==> src/rtl/regfile_pkg.sv <==
// regfile_pkg: shared register-file widths, writeback requester ids and request type
package regfile_pkg;
  localparam int REG_ADDR_W = 3;
  localparam int REG_DATA_W = 8;
  localparam int NUM_REGS = 2 ** REG_ADDR_W;
  localparam int REQ_ALU = 0;
  localparam int REQ_MEM = 1;
  typedef struct packed {
    logic [REG_ADDR_W-1:0] addr;
    logic [REG_DATA_W-1:0] data;
  } wb_req_t;
endpackage

==> src/rtl/wb_hold_slot.sv <==
// wb_hold_slot: one-entry writeback holding slot (valid/addr/data/age); load captures, free releases, load wins on refill
module wb_hold_slot import regfile_pkg::*; #(
  parameter int ADDR_W = REG_ADDR_W,
  parameter int DATA_W = REG_DATA_W
) (
  input  logic              CLK,
  input  logic              RESET,
  input  logic              load,
  input  logic              free,
  input  logic [ADDR_W-1:0] load_addr,
  input  logic [DATA_W-1:0] load_data,
  input  logic              load_age,
  output logic              valid,
  output logic [ADDR_W-1:0] addr,
  output logic [DATA_W-1:0] data,
  output logic              age
);
  // age=1 means older than the other slot; an entry that survives an edge is always the older one
  always_ff @(posedge CLK) begin
    if (RESET) begin
      valid <= 1'b0;
      addr <= '0;
      data <= '0;
      age <= 1'b0;
    end else begin
      valid <= load | (valid & !free);
      age <= load ? load_age : 1'b1;
      if (load) begin
        addr <= load_addr;
        data <= load_data;
      end
    end
  end
endmodule

==> src/rtl/regfile_write_arbiter.sv <==
// regfile_write_arbiter: arbitrates ALU (req0) and load (req1) writebacks onto the single RF write port, flags read hazards
module regfile_write_arbiter import regfile_pkg::*; #(
  parameter int DATA_W = REG_DATA_W,
  parameter int ADDR_W = REG_ADDR_W,
  parameter bit RR_ENABLE = 1'b1
) (
  input  logic              CLK,
  input  logic              RESET,
  input  logic              REQ0_VALID,
  input  logic [ADDR_W-1:0] REQ0_ADDR,
  input  logic [DATA_W-1:0] REQ0_DATA,
  output logic              REQ0_READY,
  input  logic              REQ1_VALID,
  input  logic [ADDR_W-1:0] REQ1_ADDR,
  input  logic [DATA_W-1:0] REQ1_DATA,
  output logic              REQ1_READY,
  input  logic [ADDR_W-1:0] RD1_ADDR,
  input  logic [ADDR_W-1:0] RD2_ADDR,
  output logic              RF_WRITE,
  output logic [ADDR_W-1:0] RF_INADDRESS,
  output logic [DATA_W-1:0] RF_IN,
  output logic              HAZARD
);
  logic [1:0] req_valid, v, g, rdy, ld, keep, la, age;
  logic [ADDR_W-1:0] req_addr [2];
  logic [DATA_W-1:0] req_data [2];
  logic [ADDR_W-1:0] sa [2];
  logic [DATA_W-1:0] sd [2];
  logic same, rr_ptr;
  assign req_valid = {REQ1_VALID, REQ0_VALID};
  assign req_addr[REQ_ALU] = REQ0_ADDR;
  assign req_addr[REQ_MEM] = REQ1_ADDR;
  assign req_data[REQ_ALU] = REQ0_DATA;
  assign req_data[REQ_MEM] = REQ1_DATA;
  assign same = sa[0] == sa[1];
  // same destination: age keeps program order; otherwise rr_ptr=1 favours req1
  assign g[0] = v[0] & (!v[1] | (same ? age[0] : (!RR_ENABLE | !rr_ptr)));
  assign g[1] = v[1] & !g[0];
  assign rdy = {2{!RESET}} & (~v | g);
  assign ld = req_valid & rdy;
  assign keep = v & ~g;
  // a new entry is younger than a surviving one; simultaneous capture makes req0 older
  assign la[0] = !keep[1];
  assign la[1] = !keep[0] & !ld[0];
  assign REQ0_READY = rdy[0];
  assign REQ1_READY = rdy[1];
  for (genvar i = 0; i < 2; i++) begin : g_slot
    wb_hold_slot #(.ADDR_W(ADDR_W), .DATA_W(DATA_W)) u_slot (
      .CLK(CLK),
      .RESET(RESET),
      .load(ld[i]),
      .free(g[i]),
      .load_addr(req_addr[i]),
      .load_data(req_data[i]),
      .load_age(la[i]),
      .valid(v[i]),
      .addr(sa[i]),
      .data(sd[i]),
      .age(age[i])
    );
  end
  always_ff @(posedge CLK) begin
    if (RESET) begin
      RF_WRITE <= 1'b0;
      RF_INADDRESS <= '0;
      RF_IN <= '0;
      rr_ptr <= 1'b0;
    end else begin
      RF_WRITE <= |v;
      if (|v) begin
        RF_INADDRESS <= g[1] ? sa[1] : sa[0];
        RF_IN <= g[1] ? sd[1] : sd[0];
      end
      if (RR_ENABLE && (&v) && !same) rr_ptr <= g[0];
    end
  end
  assign HAZARD = !RESET & (
    (v[0] & (sa[0] == RD1_ADDR | sa[0] == RD2_ADDR)) |
    (v[1] & (sa[1] == RD1_ADDR | sa[1] == RD2_ADDR)) |
    (RF_WRITE & (RF_INADDRESS == RD1_ADDR | RF_INADDRESS == RD2_ADDR)));
endmodule

==> config.mk <==
export PLATFORM = sky130hd
export DESIGN_NAME = regfile_write_arbiter
export DESIGN_NICKNAME = d
export VERILOG_FILES = /design/src/rtl/regfile_pkg.sv /design/src/rtl/wb_hold_slot.sv /design/src/rtl/regfile_write_arbiter.sv
export SDC_FILE = /design/constraint.sdc
export NUM_CORES = 1
export LEC_CHECK = 0
export ABC_AREA = 0
export CAP_MARGIN = 20
export CORE_MARGIN = 10
export CORE_UTILIZATION = 35
export CTS_BUF_LIST = sky130_fd_sc_hd__clkbuf_4
export DETAILED_ROUTE_END_ITERATION = 6
export PLACE_DENSITY = 0.69
export SYNTH_ARGS = -nofsm -noshare
export SYNTH_HDL_FRONTEND = slang
export SYNTH_SLANG_ARGS = --single-unit
==> constraint.sdc <==
create_clock -name CLK -period 5 [get_ports CLK]
set_input_delay 1 -clock CLK [delete_from_list [all_inputs] [get_ports CLK]]
set_output_delay 1 -clock CLK [all_outputs]
set_load 0.005 [all_outputs]
======== Yosys cells after proc, flatten, opt, wreduce, memory -nomap -nowiden ========
Cells that the tools add are included.
word-level totals
  register bits after elaboration ......... 38
  bits of input ports ..................... 32
  output and inout bits ................... 15
operators by class
  equal/unequal tests ..................... 7
  multiplexer cells ....................... 4
  bitwise logic cells ..................... 22
  reduce and logical (&&, ||, !) cells .... 10
operators with widths
  operator             number
  $eq A3 B3 Y1         7
  $and A1 B1 Y1        8
  $mux W8              1
  $or A1 B1 Y1         8
  $logic_not A1 Y1     7
  $and A2 B2 Y2        3
  $not A2 Y2           2
  $mux W3              1
  $mux W1              2
  $or A2 B2 Y2         1
  $reduce_and A2 Y1    1
  $reduce_or A2 Y1     1
  $logic_and A1 B1 Y1  1

======== Depth between registers and ports, before layout ========
Gate-level depths: netlist of run 1.
  depth in word-level cells ............... 10
  depth in mapped cells ................... 7
  gate-level depth less buffers ........... 5

======== Hierarchy ========
From an unflattened synthesis of run 1, not the netlist that was laid out.
unflattened totals
  cell total of the unflattened synthesis .. 237
  area total of the unflattened synthesis .. 2,223.4 µm²
modules (own cells, without submodules)
  module                 instances  cells an instance  area an instance (µm²)  seq. area each (µm²)
  regfile_write_arbiter  1          151                1,280.0                 260.2
  wb_hold_slot           2          43                 471.7                   260.2

======== Worst setup path before layout of run 1 ========
OpenSTA, ideal clock, no wires.
  path kind ............................... in2out
  from .................................... in RD1_ADDR[1]
  to ...................................... out HAZARD
  arrival time ............................ 1,609 ps
  data required time ...................... 4,000 ps
  slack ................................... 2,391 ps
  cell stages on the path ................. 5
  buffers on the path ..................... 0
  path through ............................ xnor2_1 -> nand2_1 -> o22ai_1 -> o211ai_1 -> a31oi_1
between the ends
  word-level cells in the longest chain between the ends .. 6
  elaborated cells between the ends (all ways) .. 12
  those cells by class .................... eq/ne (3); bitwise (9)
RTL lines
  element                                  RTL line                                                  source
  start: declaration                       regfile_write_arbiter.sv:17                               input logic [ADDR_W-1:0] RD1_ADDR,
  $eq A3 B3 Y1, on equally long branches   regfile_write_arbiter.sv:78, regfile_write_arbiter.sv:79
  $or A1 B1 Y1, on equally long branches   regfile_write_arbiter.sv:78, regfile_write_arbiter.sv:79
  $and A1 B1 Y1, on equally long branches  regfile_write_arbiter.sv:78, regfile_write_arbiter.sv:79
  $or A1 B1 Y1                             regfile_write_arbiter.sv:78                               (v[0] & (sa[0] == RD1_ADDR | sa[0] == RD2_ADDR)) |
  $or A1 B1 Y1 (*)                         regfile_write_arbiter.sv:79                               (v[1] & (sa[1] == RD1_ADDR | sa[1] == RD2_ADDR)) |
  $and A1 B1 Y1 (*)                        regfile_write_arbiter.sv:77                               assign HAZARD = !RESET & (
  end: declaration                         regfile_write_arbiter.sv:22                               output logic HAZARD
Mark *: on every way between the ends. The rest lies on a longest branch, timed or not.

======== Worst setup path in the final report of run 1 ========
Same ends and word-level chain as after synthesis.

==> results of run 1 <==
[placed cells by master (no fill, tap or decap), types with 2 or more instances in the layout]
master / Yosys / final
dfxtp_1: 38 / 38
o2bb2ai_1: 11 / 11
xor2_1: 14 / 14
nand3_1: 3 / 3
nor3_1: 6 / 6
o21ba_2: 2 / 2
buf_4: 5 / 3
a221oi_1: 11 / 11
clkdlybuf4s50_1: 0 / 46
nand2_1: 3 / 3
mux2i_1: 33 / 33
xnor2_1: 7 / 7
nor2_1: 39 / 39
a31oi_1: 2 / 2
o21ai_0: 3 / 3
clkbuf_4: 0 / 7
a21oi_1: 2 / 2
[worst reg2reg max path, cell delays in order (launching register included)]
cell     delay, ns
dfxtp_1       0.72
nand2_1       0.32
o31ai_4       0.85
mux2i_1       0.27
nor2_1        0.06
[layout make-up]
type	instances	area (um^2)	share of cell area (%)
sequential	38	761	30.1
multi-input combinational	148	1110	44.0
clock inverter	1	30.0	1.19
timing repair buffer	49	483	19.1
tap	72	90.1	3.56
clock buffer	7	52.6	2.08
[flip-flops by register name (all words and copies together) (netlist names)]
register / flops
g_slot.u_slot.data: 16
RF_IN: 8
g_slot.u_slot.addr: 6
RF_INADDRESS: 3
g_slot.u_slot.valid: 2
RF_WRITE: 1
g_slot.u_slot.age: 1
rr_ptr: 1
[routing by layer]
| metal | GRT usage, % | wire length [um] |
|---|---|---|
| met3 | 5.11 | 390 |
| met5 | 0 | 0 |
| met4 | 2.58 | 55 |
| met2 | 17.0 | 2250 |
| met1 | 13.6 | 2200 |
[power by group through the flow]
stage | registers [W] | clock network [W] | logic (W)
after floorplan | 0.000339 | 0 | 0.0000974
after global placement | 0.000351 | 0 | 0.000139
after detailed placement | 0.000351 | 0 | 0.000142
after CTS | 0.000344 | 0.000220 | 0.000142
after global routing | 0.000348 | 0.000236 | 0.000155
final | 0.000344 | 0.000216 | 0.000141
[through the flow]
stage	hold slack [ns]	std cells	area (um^2)	power [W]	utilization, %
global route	0.517	315	2530	0.000739	45.9
floorplan	0.454	205	2000	0.000437	-
CTS	0.498	315	2530	0.000706	45.9
global placement	0.469	307	2450	0.000490	44.4
finish	0.494	315	2530	0.000701	45.9
detailed placement	0.481	307	2450	0.000493	44.4
[cell families after synthesis]
logic type	Yosys count	share of synthesized area (%)
simple gates	56	12.9
flops	38	38.1
compound gates	37	15.7
mux	33	16.5
xor+xnor	22	10.6
buf+inv	19	6.14
[final timing paths]
| kind | start | end | slack, ns | cells after the start |
|---|---|---|---|---|
| max | RD1_ADDR[1] | HAZARD | 1.26 | 7 |
| min | g_slot[1].u_slot.data[3] | RF_IN[3] | 0.49 | 1 |
| max reg2reg | g_slot[1].u_slot.valid | g_slot[1].u_slot.addr[0] | 2.68 | 4 |
| min reg2reg | g_slot[1].u_slot.data[3] | RF_IN[3] | 0.49 | 1 |
==> reports/results.ini, run 1 <==
[run_status]
status = completed

[pwr]
cellLeakagePower_nw = 0.981
internal_power_w = 0.000517
switching_share_pct = 26.3
peakVddDrop_v = 0.000154
sequentialPowerShare_pct = 49.1
combPwrFrac_pct = 20.1
clkPwrFrac_pct = 30.8
p_sw_w = 0.000184
power_density_nw_per_um2 = 277

[floorplan]
dieArea_um2 = 9130
die_width_um = 95.5
initial_core_util_pct = 36.3
num_io_pins = 47
coreArea_um2 = 5510
num_rows = 27
die_height_um = 95.5

[timing]
rsz0062_at_grt = no
period_minus_slack_ns = 3.74
hold_viol_final = 0
period_share_pct = 74.8
fin_tns_setup_ns = 0
clock.fmax_mhz = 267
clock_skew_ns = 0.0131
setup_slack_ns = 1.26
slew_headroom_pct = 41.1
drv_slew = 0
setup_viol = 0
tightest_slew_ns = 0.882

[logic_synthesis]
synthMostInstantiatedCell = nor2_1
netlist_area_um2 = 2000
synth_edf_count = 0
synthCells = 205
yosys-top-cells-count = 39 x nor2_1, 38 x dfxtp_1, 33 x mux2i_1
synth_top_area_share_pct = 38.1
ys_seq_area_share_pct = 38.1
async_flop_share_pct = 0
avgSynthCellArea_um2 = 9.74
ys.flop_type = dfxtp_1
ys.warnings.count = 0
ys_types = 30
yosys-top-cells-area = dfxtp_1 38%, mux2i_1 17%, nor2_1 7.3%
syn_nets = 237
ys_ff_latch = 38
yosys.area.top_type = dfxtp_1

[critical_path]
critical_path.max_stage_delay_ns = 0.56
cp_cell_sequence = clkdlybuf4s50_1 > xnor2_1 > nand2_1 > o22ai_1 > o211ai_1 > a31oi_1 > clkdlybuf4s50_1
cp.required_ns = 4.00
endpoint_kind = output port
critical_path_buf_inv_count = 2
critPathArrivalTime_ns = 2.74
path_delay_family = buffers and inverters
slowest_stage = clkdlybuf4s50_1
crit_top_cell = clkdlybuf4s50_1
cp-start-kind = input pin
crit_fanout = 3
critical_path_class = input pin to output port

[clock_network]
cts-resized-gates = 0
hold_buffers = 0
clk_pin_slew_ns = 0.11
cts_buffer_depth = 2
numClockSinks = 38
clk_latency_ns = 0.34
cts_tree = done
numCtsBuffers = 5
cts_root_buffer = clkbuf_4
cts_setup_buffers = 0
cts.htree.levels = 2

[detailed_routing]
drt_iter0_drc = 75
wire_per_inst_um = 15.5
via_per_inst = 5.17
remaining_drc_errors = 0
drt_wl_total_um = 4900
vias = 1630
firstDrtPassIters = 4
detail-route-antenna-nets = 0

[global_routing]
grt_max_degree = 40
antenna_found_initial = 0
grt_first_pass_wirelength_um = 7980
grt_pass1_vias = 1638
overflow = 0
grt_use_total_pct = 11.0

[placement]
place_ws_ns = 1.26
gp_congestion = 0.849
io_buffers = 46
dp_hpwl_um = 3460

[cells_and_area]
final_nets = 274
diodes = 0
synthToLayoutAreaGrowth_pct = 26.7
fillers = 540
drive_above_1_share_pct = 7.41

[min_path]
worstHoldPathType = register to register

[flow_run]
drv_cap = 0

Power figures use the tool's default switching activity.
==> run 2, diff against run 1 <==
clock period = 3.55 ns   (was 5 ns; I/O delays follow)
==> run 2 against run 1 <==
Effect of this change: first-iteration DRC count grew 37%; count of clock-buffer cells in the layout is 1 lower; die area did not move; global-route usage is 0.21 points lower; flip-flop and latch count is the same; clock power increased by 2%; register-to-register slack lost 1.4 ns; routed wire length is 0.55% lower; final cell count increased by 0.32%; critical path type unchanged; largest cell class unchanged; largest power group unchanged.
==> reports/results.ini, run 2 (synthesized netlist as in run 1, its figures left out) <==
[run_status]
status = completed  ; unchanged

[cells_and_area]
largest-register = g_slot.u_slot.data  ; unchanged
diodes = 0  ; unchanged
mostFrequentLayoutCells = 46 x clkdlybuf4s50_1, 39 x nor2_1, 38 x dfxtp_1  ; unchanged
synthToLayoutAreaGrowth_pct = 25.6  ; was 26.7%
final_nets = 275  ; was 274
stdcell_count = 316  ; was 315
multi_input_area_um2 = 1110  ; unchanged
final_common_cell = clkdlybuf4s50_1  ; unchanged
largest_register_ffs = 16  ; unchanged
drive_above_1_share_pct = 7.38  ; was 7.41%
seq_area_um2 = 761  ; unchanged
utilization_pct = 45.6  ; was 45.9%
fillers = 553  ; was 540
top_regs = g_slot.u_slot.data x16, RF_IN x8, g_slot.u_slot.addr x6  ; unchanged

[critical_path]
crit_top_cell = clkdlybuf4s50_1  ; unchanged
cp-start-kind = input pin  ; unchanged
cp_cell_sequence = clkdlybuf4s50_1 > xnor2_1 > nand2_1 > o22ai_1 > o211ai_1 > a31oi_1 > clkdlybuf4s50_1  ; unchanged
r2r_slack_ns = 1.28  ; was 2.68 ns
critical_path.max_stage_delay_ns = 0.55  ; was 0.56 ns
crit_fanout = 3  ; unchanged
cp.required_ns = 2.84  ; was 4.00 ns
path_delay_family = buffers and inverters  ; unchanged
crit-reg2reg-launch = g_slot[0].u_slot.addr[2]  ; was g_slot[1].u_slot.valid
r2r_end = g_slot[1].u_slot.data[2]  ; was g_slot[1].u_slot.addr[0]
critPathArrivalTime_ns = 2.50  ; was 2.74 ns
rr_worst_depth = 5  ; was 4
critical_path_buf_inv_count = 2  ; unchanged
endpoint_kind = output port  ; unchanged
slowest_stage = clkdlybuf4s50_1  ; unchanged
critical_path_class = input pin to output port  ; unchanged

[min_path]
hp-start = g_slot[1].u_slot.data[7]  ; was g_slot[1].u_slot.data[3]
worstHoldPathType = register to register  ; unchanged
hold_path_end = RF_IN[7]  ; was RF_IN[3]
hold_path_depth = 1  ; unchanged

[global_routing]
antenna_found_initial = 0  ; unchanged
grt_use_total_pct = 10.8  ; was 11.0%
grt_pass1_vias = 1672  ; was 1638
grt_first_pass_wirelength_um = 7890  ; was 7980 um
overflow = 0  ; unchanged
grt_max_degree = 40  ; unchanged

[floorplan]
die_width_um = 95.5  ; unchanged
coreArea_um2 = 5510  ; unchanged
num_io_pins = 47  ; unchanged
initial_core_util_pct = 36.3  ; unchanged
dieArea_um2 = 9130  ; unchanged
num_rows = 27  ; unchanged
die_height_um = 95.5  ; unchanged

[timing]
clock.fmax_mhz = 312
drv_slew = 0  ; unchanged
tightest_slew_ns = 0.852  ; was 0.882 ns
clock_skew_ns = 0.00722  ; was 0.0131 ns
setup_viol = 0  ; unchanged
period_share_pct = 90.3
slew_headroom_pct = 43.2  ; was 41.1%
fin_tns_setup_ns = 0  ; unchanged
hold_viol_final = 0  ; unchanged
rsz0062_at_grt = no  ; unchanged
period_minus_slack_ns = 3.21

[detailed_routing]
vias = 1641  ; was 1630
via_per_inst = 5.19  ; was 5.17
remaining_drc_errors = 0  ; unchanged
firstDrtPassIters = 4  ; unchanged
detail-route-antenna-nets = 0  ; unchanged
drt_iter0_drc = 103  ; was 75
wire_per_inst_um = 15.4  ; was 15.5 um
drt_wl_total_um = 4870  ; was 4900 um

[clock_network]
clk_latency_ns = 0.33  ; was 0.34 ns
numClockSinks = 38  ; unchanged
hold_buffers = 0  ; unchanged
cts.htree.levels = 2  ; unchanged
clk_pin_slew_ns = 0.11  ; about the same
cts_buffer_depth = 2  ; unchanged
cts_setup_buffers = 0  ; unchanged
cts-resized-gates = 0  ; unchanged
cts_root_buffer = clkbuf_4  ; unchanged
cts_tree = done  ; unchanged
numCtsBuffers = 5  ; unchanged

[flow_run]
drv_cap = 0  ; unchanged

[placement]
io_buffers = 46  ; unchanged
gp_congestion = 0.806  ; was 0.849
dp_hpwl_um = 3460  ; unchanged
dp.cells = 308  ; was 307

[pwr]
cellLeakagePower_nw = 0.973  ; was 0.981 nW
power_density_nw_per_um2 = 360  ; was 277 nW/um^2
peakVddDrop_v = 0.000222  ; was 0.000154 V

run 2: metrics by stage:
stage          total power, W  hold slack, ns  cell area (um^2)  setup WS [ns]
6_report             0.000904           0.491              2510          0.344
4_1_cts              0.000917           0.493              2510          0.358
5_1_grt              0.000956           0.511              2510          0.231
3_3_place_gp         0.000691           0.467              2450          0.452
3_5_place_dp         0.000695           0.470              2450          0.364
2_1_floorplan        0.000615           0.454              2000           1.52
run 2: routing by layer:
metal / global-route usage, % / wire [um] / part of all wire [%]
met4: 2.58 / 29 / 0.60
met3: 3.77 / 308 / 6.3
met5: 0 / 0 / 0
met1: 12.7 / 2260 / 46
met2: 18.3 / 2270 / 47
run 2: layout make-up:
| class | count | area share (%) |
|---|---|---|
| clock inverter | 2 | 0.349 |
| tap | 72 | 3.59 |
| clock buffer | 6 | 1.80 |
| timing repair buffer | 50 | 19.6 |
| multi-input combinational | 148 | 44.4 |
| sequential | 38 | 30.3 |
run 2: how the worst max path moves through the flow:
stage,from,slack (ns),cells after the start,to
final,RD2_ADDR[1],0.34,7,HAZARD
after global routing,RD1_ADDR[2],0.23,7,HAZARD
after CTS,RD2_ADDR[1],0.36,7,HAZARD
after detailed placement,RD2_ADDR[1],0.36,7,HAZARD
after global placement,RD1_ADDR[1],0.45,7,HAZARD
after floorplan,RD1_ADDR[1],1.52,5,HAZARD
run 2: power breakdown:
group	leakage [nW]	internal, W	switching [W]	total, W
clock network	0.0331	0.0000822	0.000138	0.000220
registers	0.313	0.000453	0.0000292	0.000482
logic	0.627	0.000111	0.0000909	0.000202
total	0.973	0.000646	0.000258	0.000904
